### config.mk
export PLATFORM = sky130hd
export DESIGN_NAME = prefetch_buffer
export DESIGN_NICKNAME = d
export VERILOG_FILES = /design/src/rtl/prefetch_buffer.sv
export SDC_FILE = /design/constraint.sdc
export NUM_CORES = 1
export LEC_CHECK = 0
export CAP_MARGIN = 20
export CORE_UTILIZATION = 52
export DETAILED_ROUTE_END_ITERATION = 8
export GPL_TIMING_DRIVEN = 0
export MAX_ROUTING_LAYER = met4
export PLACE_DENSITY = 0.77
export RECOVER_POWER = 25
export SYNTH_ARGS = -nofsm -noshare
export SYNTH_HDL_FRONTEND = slang
export SYNTH_SLANG_ARGS = --single-unit
### constraint.sdc
create_clock -name clk_i -period 3.2 [get_ports clk_i]
set_input_delay 0.48 -clock clk_i [delete_from_list [all_inputs] [get_ports clk_i]]
set_output_delay 0.48 -clock clk_i [all_outputs]
set_load 0.005 [all_outputs]
### src/rtl/prefetch_buffer.sv
// Instruction prefetch buffer: pipelined word fetches over req/gnt/rvalid with
// a DEPTH-entry {addr, data} FIFO drained by the IF stage; branches flush it.
module prefetch_buffer #(
  parameter int DEPTH           = 4,
  parameter int MAX_OUTSTANDING = 2
) (
  input  logic        clk_i,
  input  logic        rst_ni,
  input  logic        req_i,
  input  logic        branch_i,
  input  logic [31:0] branch_addr_i,
  output logic        instr_req_o,
  input  logic        instr_gnt_i,
  output logic [31:0] instr_addr_o,
  input  logic        instr_rvalid_i,
  input  logic [31:0] instr_rdata_i,
  output logic        valid_o,
  output logic [31:0] rdata_o,
  output logic [31:0] addr_o,
  input  logic        ready_i,
  output logic        busy_o
);

  localparam int CW = $clog2(DEPTH + 1);
  localparam int OW = $clog2(MAX_OUTSTANDING + 1);
  localparam int PW = $clog2(DEPTH);
  localparam logic [CW-1:0] C_ZERO = CW'(0);
  localparam logic [CW-1:0] C_ONE  = CW'(1);
  localparam logic [OW-1:0] O_ZERO = OW'(0);
  localparam logic [OW-1:0] O_ONE  = OW'(1);
  localparam logic [PW-1:0] P_ZERO = PW'(0);
  localparam logic [PW-1:0] P_ONE  = PW'(1);
  localparam logic [31:0]   DEPTH_W = 32'(DEPTH);
  localparam logic [31:0]   MAX_W   = 32'(MAX_OUTSTANDING);

  logic          r_req, r_stale, r_started, r_valid, r_busy;
  logic [31:0]   r_iaddr, r_next, r_resp_addr, r_rdata, r_haddr;
  logic [OW-1:0] r_out, r_disc;
  logic [CW-1:0] r_count;
  logic [PW-1:0] r_wptr, r_rptr;
  logic [31:0]   r_mem_data [DEPTH];
  logic [31:0]   r_mem_addr [DEPTH];

  logic          w_gnt, w_rv, w_pop, w_push, w_hold, w_launch, w_started_n;
  logic [31:0]   w_target, w_next_base, w_fill;
  logic [OW-1:0] w_out_n, w_disc_n;
  logic [CW-1:0] w_count_n, w_cnt_pop;
  logic [PW-1:0] w_rptr_n;

  // Next-state bookkeeping; each outstanding request reserves one FIFO slot
  always_comb begin
    w_target    = branch_addr_i & 32'hFFFF_FFFC;
    w_gnt       = r_req & instr_gnt_i;
    w_rv        = instr_rvalid_i & (r_out != O_ZERO);
    w_pop       = r_valid & ready_i;
    w_push      = w_rv & (r_disc == O_ZERO) & ~branch_i;
    w_hold      = r_req & ~instr_gnt_i;
    w_started_n = r_started | branch_i;
    w_next_base = branch_i ? w_target : r_next;
    w_out_n     = r_out + (w_gnt ? O_ONE : O_ZERO) - (w_rv ? O_ONE : O_ZERO);
    w_cnt_pop   = r_count - (w_pop ? C_ONE : C_ZERO);
    w_rptr_n    = r_rptr + (w_pop ? P_ONE : P_ZERO);
    if (branch_i) begin
      w_count_n = C_ZERO;
      w_disc_n  = w_out_n;
    end else begin
      w_count_n = w_cnt_pop + (w_push ? C_ONE : C_ZERO);
      w_disc_n  = r_disc - ((w_rv && (r_disc != O_ZERO)) ? O_ONE : O_ZERO)
                         + ((w_gnt && r_stale) ? O_ONE : O_ZERO);
    end
    w_fill   = 32'(w_count_n) + 32'(w_out_n);
    w_launch = ~w_hold & w_started_n & req_i & (32'(w_out_n) < MAX_W) & (w_fill < DEPTH_W);
  end

  // Request channel: a request stays frozen until granted, even across a branch
  always_ff @(posedge clk_i or negedge rst_ni) begin
    if (!rst_ni) begin
      r_req     <= 1'b0;
      r_iaddr   <= 32'h0;
      r_next    <= 32'h0;
      r_stale   <= 1'b0;
      r_started <= 1'b0;
      r_out     <= O_ZERO;
      r_disc    <= O_ZERO;
      r_busy    <= 1'b0;
    end else begin
      r_started <= w_started_n;
      r_out     <= w_out_n;
      r_disc    <= w_disc_n;
      r_busy    <= (w_out_n != O_ZERO);
      r_stale   <= w_hold & (r_stale | branch_i);
      if (w_hold) begin
        r_next <= w_next_base;
      end else if (w_launch) begin
        r_req   <= 1'b1;
        r_iaddr <= w_next_base;
        r_next  <= w_next_base + 32'd4;
      end else begin
        r_req  <= 1'b0;
        r_next <= w_next_base;
      end
    end
  end

  // FIFO pointers, response address and registered head
  always_ff @(posedge clk_i or negedge rst_ni) begin
    if (!rst_ni) begin
      r_count     <= C_ZERO;
      r_wptr      <= P_ZERO;
      r_rptr      <= P_ZERO;
      r_resp_addr <= 32'h0;
      r_valid     <= 1'b0;
      r_rdata     <= 32'h0;
      r_haddr     <= 32'h0;
    end else begin
      r_count <= w_count_n;
      r_valid <= (w_count_n != C_ZERO);
      if (branch_i) begin
        r_rptr      <= r_wptr;
        r_resp_addr <= w_target;
      end else begin
        r_rptr <= w_rptr_n;
        if (w_push) begin
          r_wptr      <= r_wptr + P_ONE;
          r_resp_addr <= r_resp_addr + 32'd4;
        end
        if (w_cnt_pop != C_ZERO) begin
          r_rdata <= r_mem_data[w_rptr_n];
          r_haddr <= r_mem_addr[w_rptr_n];
        end else if (w_push) begin
          r_rdata <= instr_rdata_i;
          r_haddr <= r_resp_addr;
        end
      end
    end
  end

  // Storage array; only read after it has been written, so it needs no reset
  always_ff @(posedge clk_i) begin
    if (w_push) begin
      r_mem_data[r_wptr] <= instr_rdata_i;
      r_mem_addr[r_wptr] <= r_resp_addr;
    end
  end

  assign instr_req_o  = r_req;
  assign instr_addr_o = r_iaddr;
  assign valid_o      = r_valid;
  assign rdata_o      = r_rdata;
  assign addr_o       = r_haddr;
  assign busy_o       = r_busy;

endmodule

==> flow_summary_export.csv <==
group,metric,value,unit
timing,slew_viol_final,0,
clock_tree,cts_buffer_depth,3,
routing,first_pass_iters,5,
yosys,yosysSeqAreaShare,67.86,%
yosys,synth-async-reset-ratio,40.95,%
finish,post-route-util,65.40,%
yosys,synth_top_area_share,43.00,%
timing,slew_headroom,42.26,%
die,die_h,184.5,um
setup_path,cpMostUsedCell,"buf_8",
yosys,syn_area,17320,um2
timing,tightest_slew,866.1,ps
routing,antenna_left,0,
yosys,synth-edff-count,248,
yosys,yosys_most_used_dff,"edfxtp_1",
yosys,synth_warnings,0,
timing,min_period,3101,ps
setup_path,crit_path_max_incr_delay,540,ps
pwr,powerDensity,888.5,nW/um2
job,drv_cap,0,
setup_path,critPathRequiredTime,3680,ps
die,dieArea,34040,um2
pwr,ir_worst_vdd,0.5263,mV
yosys,synth.avg_cell_area,14.68,um2
timing,report.final.hold_viol_count,0,
setup_path,rr_endpoint,"r_next[6]$_DFF_PN0_",
placement,io_buffers,165,
global_routing,grt_max_degree,114,
yosys,synth_cells,1180,
finish,syn_to_final_growth,23.18,%
yosys,synth_compound_area_share,6.437,%
clock_tree,htreeDepth,2,
timing,skew,21.51,ps
finish,drive_gt1_share,15.00,%
routing,drc_errors,0,
global_routing,grt_pass1_vias,10960,
routing,post_drt_wl_per_cell,21.46,um
yosys,ys_ff_latch,420,
worst_hold_path,min_path_type,"in2async",
setup_path,critical_path_buf_inv_count,5,
placement,hpwl,25870,um
yosys,synthAdderAreaFrac,1.156,%
die,start_util,53.09,%
pwr,total_power,18.96,mW
yosys,yosys.area_share.simple,8.251,%
setup_path,crit_path_end_kind,"flip-flop",
yosys,ys_top_cells_by_area,"edfxtp_1 (43%), dfrtp_1 (25%), mux4_2 (8.1%), o21ai_0 (3.5%), nand2_1 (3.4%)",
finish,fin_nets,1501,
clock_tree,cts_tree,"built",
routing,num_vias,10940,
setup_path,timing_worst_setup_path_type,"in2reg",
setup_path,cpMaxStageDelayCell,"or4_4",
finish,multi_input_area,5389,um2
routing,drt-total-wl,40570,um
setup_path,r2r_setup_slack,120,ps
setup_path,crit_family,"simple AND/OR/NAND/NOR gates",
timing,finalSetupViolations,0,
setup_path,crit_arrival,3580,ps
yosys,synth-xor-area-share,3.540,%
clock_tree,cts_buffers,42,
placement,place.gp.congestion,0.8945,
setup_path,worstSetupStartpointType,"primary input",
clock_tree,path_clk_slew,70,ps
yosys,synth_top_family_by_area,"multiplexers",
timing,max_clock_freq,322.5,MHz
setup_path,crit_fanout,10,
outcome,status,"complete, no violations",
finish,final_cell_mix,"edfxtp_1 (248), dfrtp_1 (172), nand2_1 (158)",
global_routing,grt_pass1_wl,61890,um
die,die_w,184.5,um
yosys,yosys.area.top_type,"edfxtp_1",
finish,final_common_cell,"edfxtp_1",
pwr,leakagePower,7.918,nW
setup_path,r2r-start,"valid_o$_DFF_PN0_",
yosys,synth.area.mux_share,10.71,%
global_routing,antenna_found_initial,1,
routing,viasPerCell,5.787,
finish,final-seq-area,11750,um2
global_routing,grt_overflow,0,
die,core,32620,um2
routing,drtIter0Drc,884,
clock_tree,worstSkewPairLatency,550,ps
clock_tree,cts-root-buf,"clkbuf_16",
die,num_io_pins,170,
die,rows,66,
clock_tree,cts.sinks,420,
timing,min_period_over_period,96.89,%
setup_path,path_cells,"buf_2, buf_6, buf_8, buf_8, buf_8, nor2_4, ha_2, ha_1, nor2b_4, ha_4, nand4b_1, nand4_1, or3_4, or4_4, a21oi_2",
setup_path,r2r_cells,12,
global_routing,grtUsageTotal,25.01,%
yosys,ys_types,49,
finish,fill_cells,2272,
## through the flow
| stage | instances | setup slack (ps) | setup TNS (ps) | cell area (um2) | hold slack, ps |
|---|---|---|---|---|---|
| 2_1_floorplan | 1181 | -82.88 | -138.5 | 17370 | 184.4 |
| 3_3_place_gp | 1788 | -5679 | -1506360 | 19580 | 434.1 |
| 3_5_place_dp | 1793 | -1270 | -113750 | 19720 | 447.2 |
| 4_1_cts | 1880 | 19.90 | 0 | 21160 | 469.9 |
| 5_1_grt | 1890 | -3.877 | -5.523 | 21330 | 487.0 |
| 6_report | 1891 | 99.44 | 0 | 21330 | 465.3 |
## logic make-up after synthesis
family,after synthesis
mux,106
fa+ha+maj,16
simple gates,295
buf+inv,83
compound gates,189
other cells,1
xor+xnor,70
flops,420
## report_power, final
part / switching, mW / internal [mW] / total (mW)
combinational: 3.58 / 3.49 / 7.07
clock: 2.03 / 2.56 / 4.58
sequential: 0.583 / 6.72 / 7.30
## final cells by class
cell class,count,area share [%]
antenna,2,0.02346
buffer,64,1.672
clock buffer,60,5.484
clock inverter,17,0.4985
inverter,19,0.3343
multi-input combinational,678,25.26
sequential,420,55.09
tap,442,2.592
timing repair buffer,189,9.050
## layer usage
metal	global-route usage, %	up-vias	part of all wire [%]
li1	-	4857	-
met1	32.69	5568	41
met2	40.17	444	49
met3	4.446	75	7.3
met4	7.667	0	2.4
met5	-	-	0
## worst max-delay path by stage
stage | from | end | slack, ps | depth (start not counted)
floorplan | branch_i | r_next[6]$_DFF_PN0_ | -80 | 14
detailed placement | branch_i | instr_addr_o[25]$_DFFE_PN0P_ | -1270 | 16
global route | valid_o$_DFF_PN0_ | addr_o[5]$_DFFE_PN0P_ | -4 | 8
CTS | valid_o$_DFF_PN0_ | r_next[6]$_DFF_PN0_ | 20 | 12
global placement | rst_ni | rdata_o[25]$_DFFE_PN0P_ | -5680 | 1
finish | branch_i | r_next[6]$_DFF_PN0_ | 100 | 15
## repair_timing
action / in CTS / in global routing
setup buffers: 9 / 8
hold buffers: 1 / 0
pin swaps: 7 / 8
resized for setup: 30 / 23
hold endpoints to repair: 59 / 0
setup endpoints to repair: 125 / 69
## cell usage after synthesis, types with 3 or more instances
| library cell | count |
|---|---|
| nand4_1 | 11 |
| clkbuf_1 | 38 |
| buf_4 | 5 |
| inv_1 | 19 |
| o21ai_0 | 120 |
| nor2_1 | 30 |
| mux4_2 | 62 |
| nand2b_1 | 9 |
| nand4b_1 | 8 |
| ha_1 | 16 |
| nand3_1 | 23 |
| nand2_1 | 159 |
| mux2_2 | 7 |
| mux2i_1 | 35 |
| and3_1 | 9 |
| nor3_1 | 9 |
| xor2_1 | 34 |
| nand3b_1 | 3 |
| xnor2_1 | 36 |
| and2_1 | 7 |
| nor2b_1 | 8 |
| edfxtp_1 | 248 |
| buf_2 | 11 |
| dfrtp_1 | 172 |
| nor3_2 | 5 |
| and4_1 | 3 |
| a21oi_1 | 3 |
| a22oi_1 | 52 |
| buf_1 | 9 |
| a31oi_1 | 7 |
## sequential cells by signal, summed over array words and instances (netlist names)
register and count:
valid_o 1, addr_o 30, r_disc 2, busy_o 1
r_stale 1, r_mem_addr 120, r_started 1, instr_addr_o 32
r_next 32, r_wptr 2, instr_req_o 1, r_count 3
r_rptr 2, r_resp_addr 30, rdata_o 32, r_mem_data 128
r_out 2
(Power assumes the default switching activity.)
